===== config.mk =====
export PLATFORM = sky130hd
export DESIGN_NAME = esp_sequencer_flat
export DESIGN_NICKNAME = d
export VERILOG_FILES = /design/src/rtl/esp_sequencer_if.sv /design/src/rtl/esp_sequencer.sv /design/src/flat_wrapper.sv
export SDC_FILE = /design/constraint.sdc
export NUM_CORES = 1
export LEC_CHECK = 0
export CELL_PAD_IN_SITES_DETAIL_PLACEMENT = 2
export CELL_PAD_IN_SITES_GLOBAL_PLACEMENT = 2
export CORE_ASPECT_RATIO = 1.25
export CORE_MARGIN = 8
export CORE_UTILIZATION = 25
export DETAILED_ROUTE_END_ITERATION = 10
export PLACE_DENSITY_LB_ADDON = 0.08
export SKIP_LAST_GASP = 1
export SLEW_MARGIN = 20
export SYNTH_ARGS = -nofsm -noshare
export SYNTH_HDL_FRONTEND = slang
export SYNTH_SLANG_ARGS = --single-unit

===== constraint.sdc =====
create_clock -name clk -period 3.5 [get_ports clk]
set_clock_uncertainty 0.15 [all_clocks]
set_input_delay 0.7 -clock clk [delete_from_list [all_inputs] [get_ports clk]]
set_output_delay 0.7 -clock clk [all_outputs]
set_load 0.005 [all_outputs]

===== src/rtl/esp_sequencer_if.sv =====
// Handshake/bus bundle between the core's control path and the ESP sequencer.
// The sequencer takes the slave view; the core/bench takes the master view.
interface esp_sequencer_if #(
  parameter int DATA_W = 32
);
  logic [4:0]        Opcode;
  logic              valid_in;
  logic              done;
  logic [DATA_W-1:0] result_in;
  logic              Stall;
  logic              start;
  logic              WriteRegESP;
  logic [DATA_W-1:0] result_out;
  logic              timeout_err;
  logic [7:0]        op_count;
  logic [1:0]        state_dbg;

  modport master (
    output Opcode, valid_in, done, result_in,
    input  Stall, start, WriteRegESP, result_out, timeout_err, op_count, state_dbg
  );

  modport slave (
    input  Opcode, valid_in, done, result_in,
    output Stall, start, WriteRegESP, result_out, timeout_err, op_count, state_dbg
  );
endinterface


===== src/rtl/esp_sequencer.sv =====
// Multi-cycle sequencer for the specialized-module opcode: stalls the core,
// pulses start, waits for done (bounded by a timeout) and issues one write strobe.
module esp_sequencer #(
  parameter int DATA_W         = 32,
  parameter int TIMEOUT_CYCLES = 255
) (
  input  logic            clk,
  input  logic            rst,
  esp_sequencer_if.slave  bus
);
  localparam int CNT_W = (TIMEOUT_CYCLES > 1) ? $clog2(TIMEOUT_CYCLES) : 1;
  localparam logic [CNT_W-1:0] CNT_LAST = CNT_W'(TIMEOUT_CYCLES - 1);
  localparam logic [4:0] OPC_ESP = 5'b10110;

  localparam logic [1:0] S_IDLE  = 2'd0;
  localparam logic [1:0] S_START = 2'd1;
  localparam logic [1:0] S_WAIT  = 2'd2;
  localparam logic [1:0] S_WRITE = 2'd3;

  logic [1:0]        r_state;
  logic [CNT_W-1:0]  r_cnt;
  logic              r_success;
  logic [DATA_W-1:0] r_result;
  logic              r_timeout_err;
  logic [7:0]        r_op_count;

  logic       w_launch;
  logic       w_cnt_last;
  logic [1:0] w_state_next;

  assign w_launch   = (r_state == S_IDLE) && bus.valid_in && (bus.Opcode == OPC_ESP);
  assign w_cnt_last = (r_cnt == CNT_LAST);

  always_comb begin
    w_state_next = r_state;
    case (r_state)
      S_IDLE:  if (w_launch) w_state_next = S_START;
      S_START: w_state_next = S_WAIT;
      // done on the last WAIT cycle still counts as success
      S_WAIT:  if (bus.done || w_cnt_last) w_state_next = S_WRITE;
      S_WRITE: w_state_next = S_IDLE;
    endcase
  end

  always_ff @(posedge clk) begin
    if (rst) begin
      r_state       <= S_IDLE;
      r_cnt         <= '0;
      r_success     <= 1'b0;
      r_result      <= '0;
      r_timeout_err <= 1'b0;
      r_op_count    <= '0;
    end else begin
      r_state <= w_state_next;
      case (r_state)
        S_IDLE: begin
          if (w_launch) r_timeout_err <= 1'b0;
        end
        S_START: begin
          r_cnt <= '0;
        end
        S_WAIT: begin
          if (bus.done) begin
            r_result  <= bus.result_in;
            r_success <= 1'b1;
          end else if (w_cnt_last) begin
            r_timeout_err <= 1'b1;
            r_success     <= 1'b0;
          end else begin
            r_cnt <= r_cnt + 1'b1;
          end
        end
        S_WRITE: begin
          if (r_success) r_op_count <= r_op_count + 8'd1;
        end
      endcase
    end
  end

  // start/WriteRegESP come straight from registered state, so they are glitch-free
  assign bus.start       = (r_state == S_START);
  assign bus.WriteRegESP = (r_state == S_WRITE) && r_success;
  assign bus.Stall       = w_launch || (r_state == S_START) || (r_state == S_WAIT);
  assign bus.result_out  = r_result;
  assign bus.timeout_err = r_timeout_err;
  assign bus.op_count    = r_op_count;
  assign bus.state_dbg   = r_state;
endmodule


===== src/flat_wrapper.sv =====
// flat-port wrapper written by rule: the top's interface ports become plain ports
module esp_sequencer_flat 
#(
  parameter int DATA_W         = 32,
  parameter int TIMEOUT_CYCLES = 255
)
  (clk, rst, bus_Opcode, bus_valid_in, bus_done, bus_result_in, bus_Stall, bus_start, bus_WriteRegESP, bus_result_out, bus_timeout_err, bus_op_count, bus_state_dbg);
  esp_sequencer_if #(.DATA_W(DATA_W)) bus_i ();
  input  logic clk;
  input  logic rst;
  input wire logic [$bits(bus_i.Opcode)-1:0] bus_Opcode;
  input wire logic [$bits(bus_i.valid_in)-1:0] bus_valid_in;
  input wire logic [$bits(bus_i.done)-1:0] bus_done;
  input wire logic [$bits(bus_i.result_in)-1:0] bus_result_in;
  output wire logic [$bits(bus_i.Stall)-1:0] bus_Stall;
  output wire logic [$bits(bus_i.start)-1:0] bus_start;
  output wire logic [$bits(bus_i.WriteRegESP)-1:0] bus_WriteRegESP;
  output wire logic [$bits(bus_i.result_out)-1:0] bus_result_out;
  output wire logic [$bits(bus_i.timeout_err)-1:0] bus_timeout_err;
  output wire logic [$bits(bus_i.op_count)-1:0] bus_op_count;
  output wire logic [$bits(bus_i.state_dbg)-1:0] bus_state_dbg;
  assign bus_i.Opcode = bus_Opcode;
  assign bus_i.valid_in = bus_valid_in;
  assign bus_i.done = bus_done;
  assign bus_i.result_in = bus_result_in;
  assign bus_Stall = bus_i.Stall;
  assign bus_start = bus_i.start;
  assign bus_WriteRegESP = bus_i.WriteRegESP;
  assign bus_result_out = bus_i.result_out;
  assign bus_timeout_err = bus_i.timeout_err;
  assign bus_op_count = bus_i.op_count;
  assign bus_state_dbg = bus_i.state_dbg;
  esp_sequencer #(.DATA_W(DATA_W), .TIMEOUT_CYCLES(TIMEOUT_CYCLES)) u_core (.clk(clk), .rst(rst), .bus(bus_i));
endmodule

# == Word level (Yosys, flattened, before mapping) ==
# Index checks and enable logic that the tools add are counted.
# totals
mem_bits_rw,0
latchBits,0
wordCells,46
n_memories,0
romBits,0
reg_bits,52
out_inout_bits,46
# classes
mul,0
reduce_logical,16
bitwise_logic,0
eq_ne,10
div,0
magnitude_cmp,0
n_addsub,2
shift,0
mux,12
# ops
op,n
"8-bit by 1-bit adder with 8-bit output, second input constant",2
8-bit two-way mux,2
8-bit case mux with 2 select lines,1
"8-bit equality test, second input constant",1
2-bit case mux with 4 select lines,1
2-bit AND reduction,4
"2-bit by 1-bit != test with 1-bit output, second input constant",3
2-bit nonzero test,3
"5-bit equality test, second input constant",1
1-bit two-way mux,5
"2-bit equality test, second input constant",2
2-bit two-way mux,2
"2-bit != test, second input constant",2
4-bit AND reduction,1
1-bit logical AND,3
1-bit logical OR,3
3-bit AND reduction,1
"2-bit by 1-bit equality test with 1-bit output, second input constant",1
2-bit logical NOT,1
1-bit case mux with 2 select lines,1

# == Longest topological paths before layout ==
# depth
ltp_word,5
mapped_depth,7
depth_no_buf,6

# == Worst setup path after synthesis ==
# No wires, ideal clock.
# synth_path
path_kind,input to output
from,input port bus_Opcode[0]
to,output port bus_Stall
slack_ns,1.413
stages,3
arrival_ns,1.237
required_time_ns,2.650
path_buffers,0
cell_sequence,nor4bb_1 nand4_1 nand2_1
# synth_between
elab_chain_len,4
# synth_rtl
element,line_no,text
"start, declared",flat_wrapper.sv:11,input wire logic [$bits(bus_i.Opcode)-1:0] bus_Opcode;
5-bit equality test,esp_sequencer.sv:31,assign w_launch = (r_state == S_IDLE) && bus.valid_in && (bus.Opcode == OPC_ESP);
1-bit logical AND,esp_sequencer.sv:31,
1-bit logical OR (2 in a row),esp_sequencer.sv:83,assign bus.Stall = w_launch || (r_state == S_START) || (r_state == S_WAIT);
"end, declared",flat_wrapper.sv:15,output wire logic [$bits(bus_i.Stall)-1:0] bus_Stall;
# No other way between the ends.

# == Worst setup path in the final report ==
# layout_path
from,input port bus_Opcode[1]
to,output port bus_Stall
# The elaborated chain is that of the path after synthesis.

==> flow_metrics.env <==
export IMPL_status="finished, final reports clean"
export IMPL_worstPathMaxFanout=2
export IMPL_synth_simple_area_share_pct=23.8
export IMPL_holdCritPathClass="flip-flop to flip-flop"
export IMPL_synth_fa_ha_area_share_pct=4.62
export IMPL_hold_violations=0
export IMPL_arrival_ps=2290
export IMPL_drive_gt1_share_pct=5.28
export IMPL_final_cells=441
export IMPL_yosys_warnings=0
export IMPL_synthToLayoutAreaGrowth_pct=49.6
export IMPL_clock_sinks=52
export IMPL_setup_violations_final=0
export IMPL_syn_nets=308
export IMPL_fin_nets=389
export IMPL_dp_cells=433
export IMPL_top_usage_layer="met2"
export IMPL_grt_pass1_wl_mm=11.9
export IMPL_drcViolationCount=0
export IMPL_htree_levels=2
export IMPL_relSlewSlack_pct=60.9
export IMPL_cts_buffers=5
export IMPL_grt_util_met3_pct=3.24
export IMPL_crit_path_end_kind="output port"
export IMPL_synth_xor_area_share_pct=2.83
export IMPL_yosysSeqAreaShare_pct=48.0
export IMPL_row_count=38
export IMPL_grt_use_met1_pct=13.4
export IMPL_ys_types=37
export IMPL_die_area_mm2=0.0119
export IMPL_clock_fmax_ghz=0.319
export IMPL_ios=87
export IMPL_async_flop_share_pct=0
export IMPL_antenna_cells=0
export IMPL_numPortBuffers=86
export IMPL_cts_tree="done"
export IMPL_final_util_pct=37.9
export IMPL_powerDensity_mw_per_mm2=431
export IMPL_synth_most_common_cell="nand2_1"
export IMPL_max_clock_path_buffers=2
export IMPL_whs_ps=310
export IMPL_cts_root_buffer_cell="clkbuf_8"
export IMPL_fin_ws_ps=361
export IMPL_synth_top_cell_area_share_pct=48.0
export IMPL_fin_crit_ps=3140
export IMPL_netlist_area_mm2=0.00217
export IMPL_grt_pass1_vias=2350
export IMPL_hold_buffers=0
export IMPL_synth_edf_count=0
export IMPL_cp_required_ps=2650
export IMPL_start_util_pct=25.3
export IMPL_synth_compound_area_share_pct=16.4
export IMPL_fin_crit_sh_pct=89.7
export IMPL_syn_inst=259
export IMPL_worst_pin_slew_ps=583
export IMPL_clock_latency_ps=310
export IMPL_wirelength_mm=7.14
export IMPL_dr_first_iter_drc_count=62
export IMPL_finalSetupTns_ps=0
export IMPL_viasPerCell=4.83
export IMPL_post_place_ws_ps=362
export IMPL_synth_flop_cell="dfxtp_1"
export IMPL_cap_violations=0
export IMPL_fp_dieH_um=120
export IMPL_synth_common_cells="nand2_1 (69), dfxtp_1 (52), a21oi_1 (38), nor2_1 (14)"
export IMPL_synth_area_leaders="dfxtp_1 (48%), nand2_1 (12%), a21oi_1 (8.8%)"
export IMPL_num_vias=2131
export IMPL_synth_top_family_by_area="simple AND/OR/NAND/NOR gates"
export IMPL_synth_top_area_cell="dfxtp_1"
export IMPL_grt_use_met2_pct=22.6
export IMPL_power_leakage_nw=1.15
export IMPL_cts_resized_gates=0
export IMPL_antenna_found_initial=0
export IMPL_grt_max_degree=35
export IMPL_drt_pass1_iter_count=4
export IMPL_gp_congestion=0.766
export IMPL_finalMaxSlewViolations=0
export IMPL_hpwlAfterDp_mm=5.35
export IMPL_ant_nets=0
export IMPL_crit_path_start_kind="primary input"
export IMPL_die_w_um=99.3
export IMPL_rsz0062_at_grt="no"
export IMPL_crit_type="primary input to output port"
export IMPL_avgSynthCellArea_um2=8.37
export IMPL_clk_pin_slew_ps=100
export IMPL_synthMuxAreaShare_pct=0.462
export IMPL_cts_setup_buffers=0
export IMPL_ir_drop_uv=163
export IMPL_track_usage_pct=12.5
export IMPL_fp_coreArea_mm2=0.00856
export IMPL_synth_seq_cells=52
export IMPL_wl_per_cell_um=16.2
export IMPL_grt_ovfl_total=0
==> state kept, by name, summed over array words and instances, names as in the netlist <==
name / count
u_core.bus.op_count: 8
u_core.bus.result_out: 32
u_core.bus.state_dbg: 2
u_core.bus.timeout_err: 1
u_core.r_cnt: 8
u_core.r_success: 1
==> path summary, 6_finish.rpt <==
check,cells after the start,start,endpoint,slack (ps)
worst max-delay path,5,bus_Opcode[1],bus_Stall,360
worst min-delay path,2,u_core.bus.result_out[10]$_SDFFE_PP0N_,u_core.bus.result_out[10]$_SDFFE_PP0N_,310
worst max register to register,6,u_core.bus.state_dbg[0]$_SDFFE_PP0P_,u_core.r_cnt[2]$_SDFFE_PP0P_,1190
worst min register to register,2,u_core.bus.result_out[10]$_SDFFE_PP0N_,u_core.bus.result_out[10]$_SDFFE_PP0N_,310
==> cell usage in the layout, fill, tap and decap left out, types with 2 or more instances in the layout <==
| cell | n |
|---|---|
| clkdlybuf4s50_1 | 85 |
| nand2_1 | 69 |
| dfxtp_1 | 52 |
| a21oi_1 | 38 |
| nor2_1 | 14 |
| nand4_1 | 8 |
| ha_1 | 8 |
| nand3_1 | 7 |
| xor2_1 | 6 |
| inv_1 | 5 |
| clkbuf_8 | 5 |
| and3_1 | 4 |
| and2_1 | 3 |
| a211oi_1 | 3 |
| a221o_1 | 3 |
| o21ai_0 | 3 |
| buf_4 | 3 |
| nor2b_1 | 2 |
| o211a_1 | 2 |
| bufinv_16 | 2 |
==> cell type report <==
class                   instances  area (um^2)
flip-flops and latches         52         1040
fillers                       970         5320
clock buffers                   5         68.8
inverters                       5         18.8
well taps                     100          125
repair buffers                 89          878
clock inverters                 3         68.8
multi-input cells             187         1040
==> kinds of logic (layout without fill, tap and decap cells) <==
group / after synthesis / after routing
and+or+nand+nor: 115 / 115
AOI/OAI and AO/OA: 56 / 56
DFF: 52 / 52
buffers and inverters: 20 / 102
adders and majority gates: 8 / 8
xor gates and xnor gates: 7 / 7
muxes: 1 / 1
==> critical path: stages <==
cell and delay, ps:
clkdlybuf4s50_1 450, nor4bb_1 380, nand4_1 170, nand2_1 90, clkdlybuf4s50_1 510
==> power breakdown <==
| group | total [mW] | internal, mW | switching (mW) |
|---|---|---|---|
| Clock | 0.505 | 0.288 | 0.217 |
| Combinational | 0.263 | 0.139 | 0.124 |
| Sequential | 0.630 | 0.614 | 0.0159 |
| Total | 1.40 | 1.04 | 0.357 |
==> routing by layer <==
| layer | wire length [um] | up-vias |
|---|---|---|
| met5 | 0 | - |
| met1 | 3020 | 1031 |
| li1 | - | 1041 |
| met2 | 3650 | 50 |
| met3 | 321 | 9 |
| met4 | 142 | 0 |
==> through the flow <==
step,total power [mW],instance area [um^2]
floorplan,0.765,2170
global placement,0.911,3110
detailed placement,0.915,3110
CTS,1.43,3240
global route,1.49,3240
finish,1.40,3240
No activity file was read; power rests on OpenSTA's default activity.
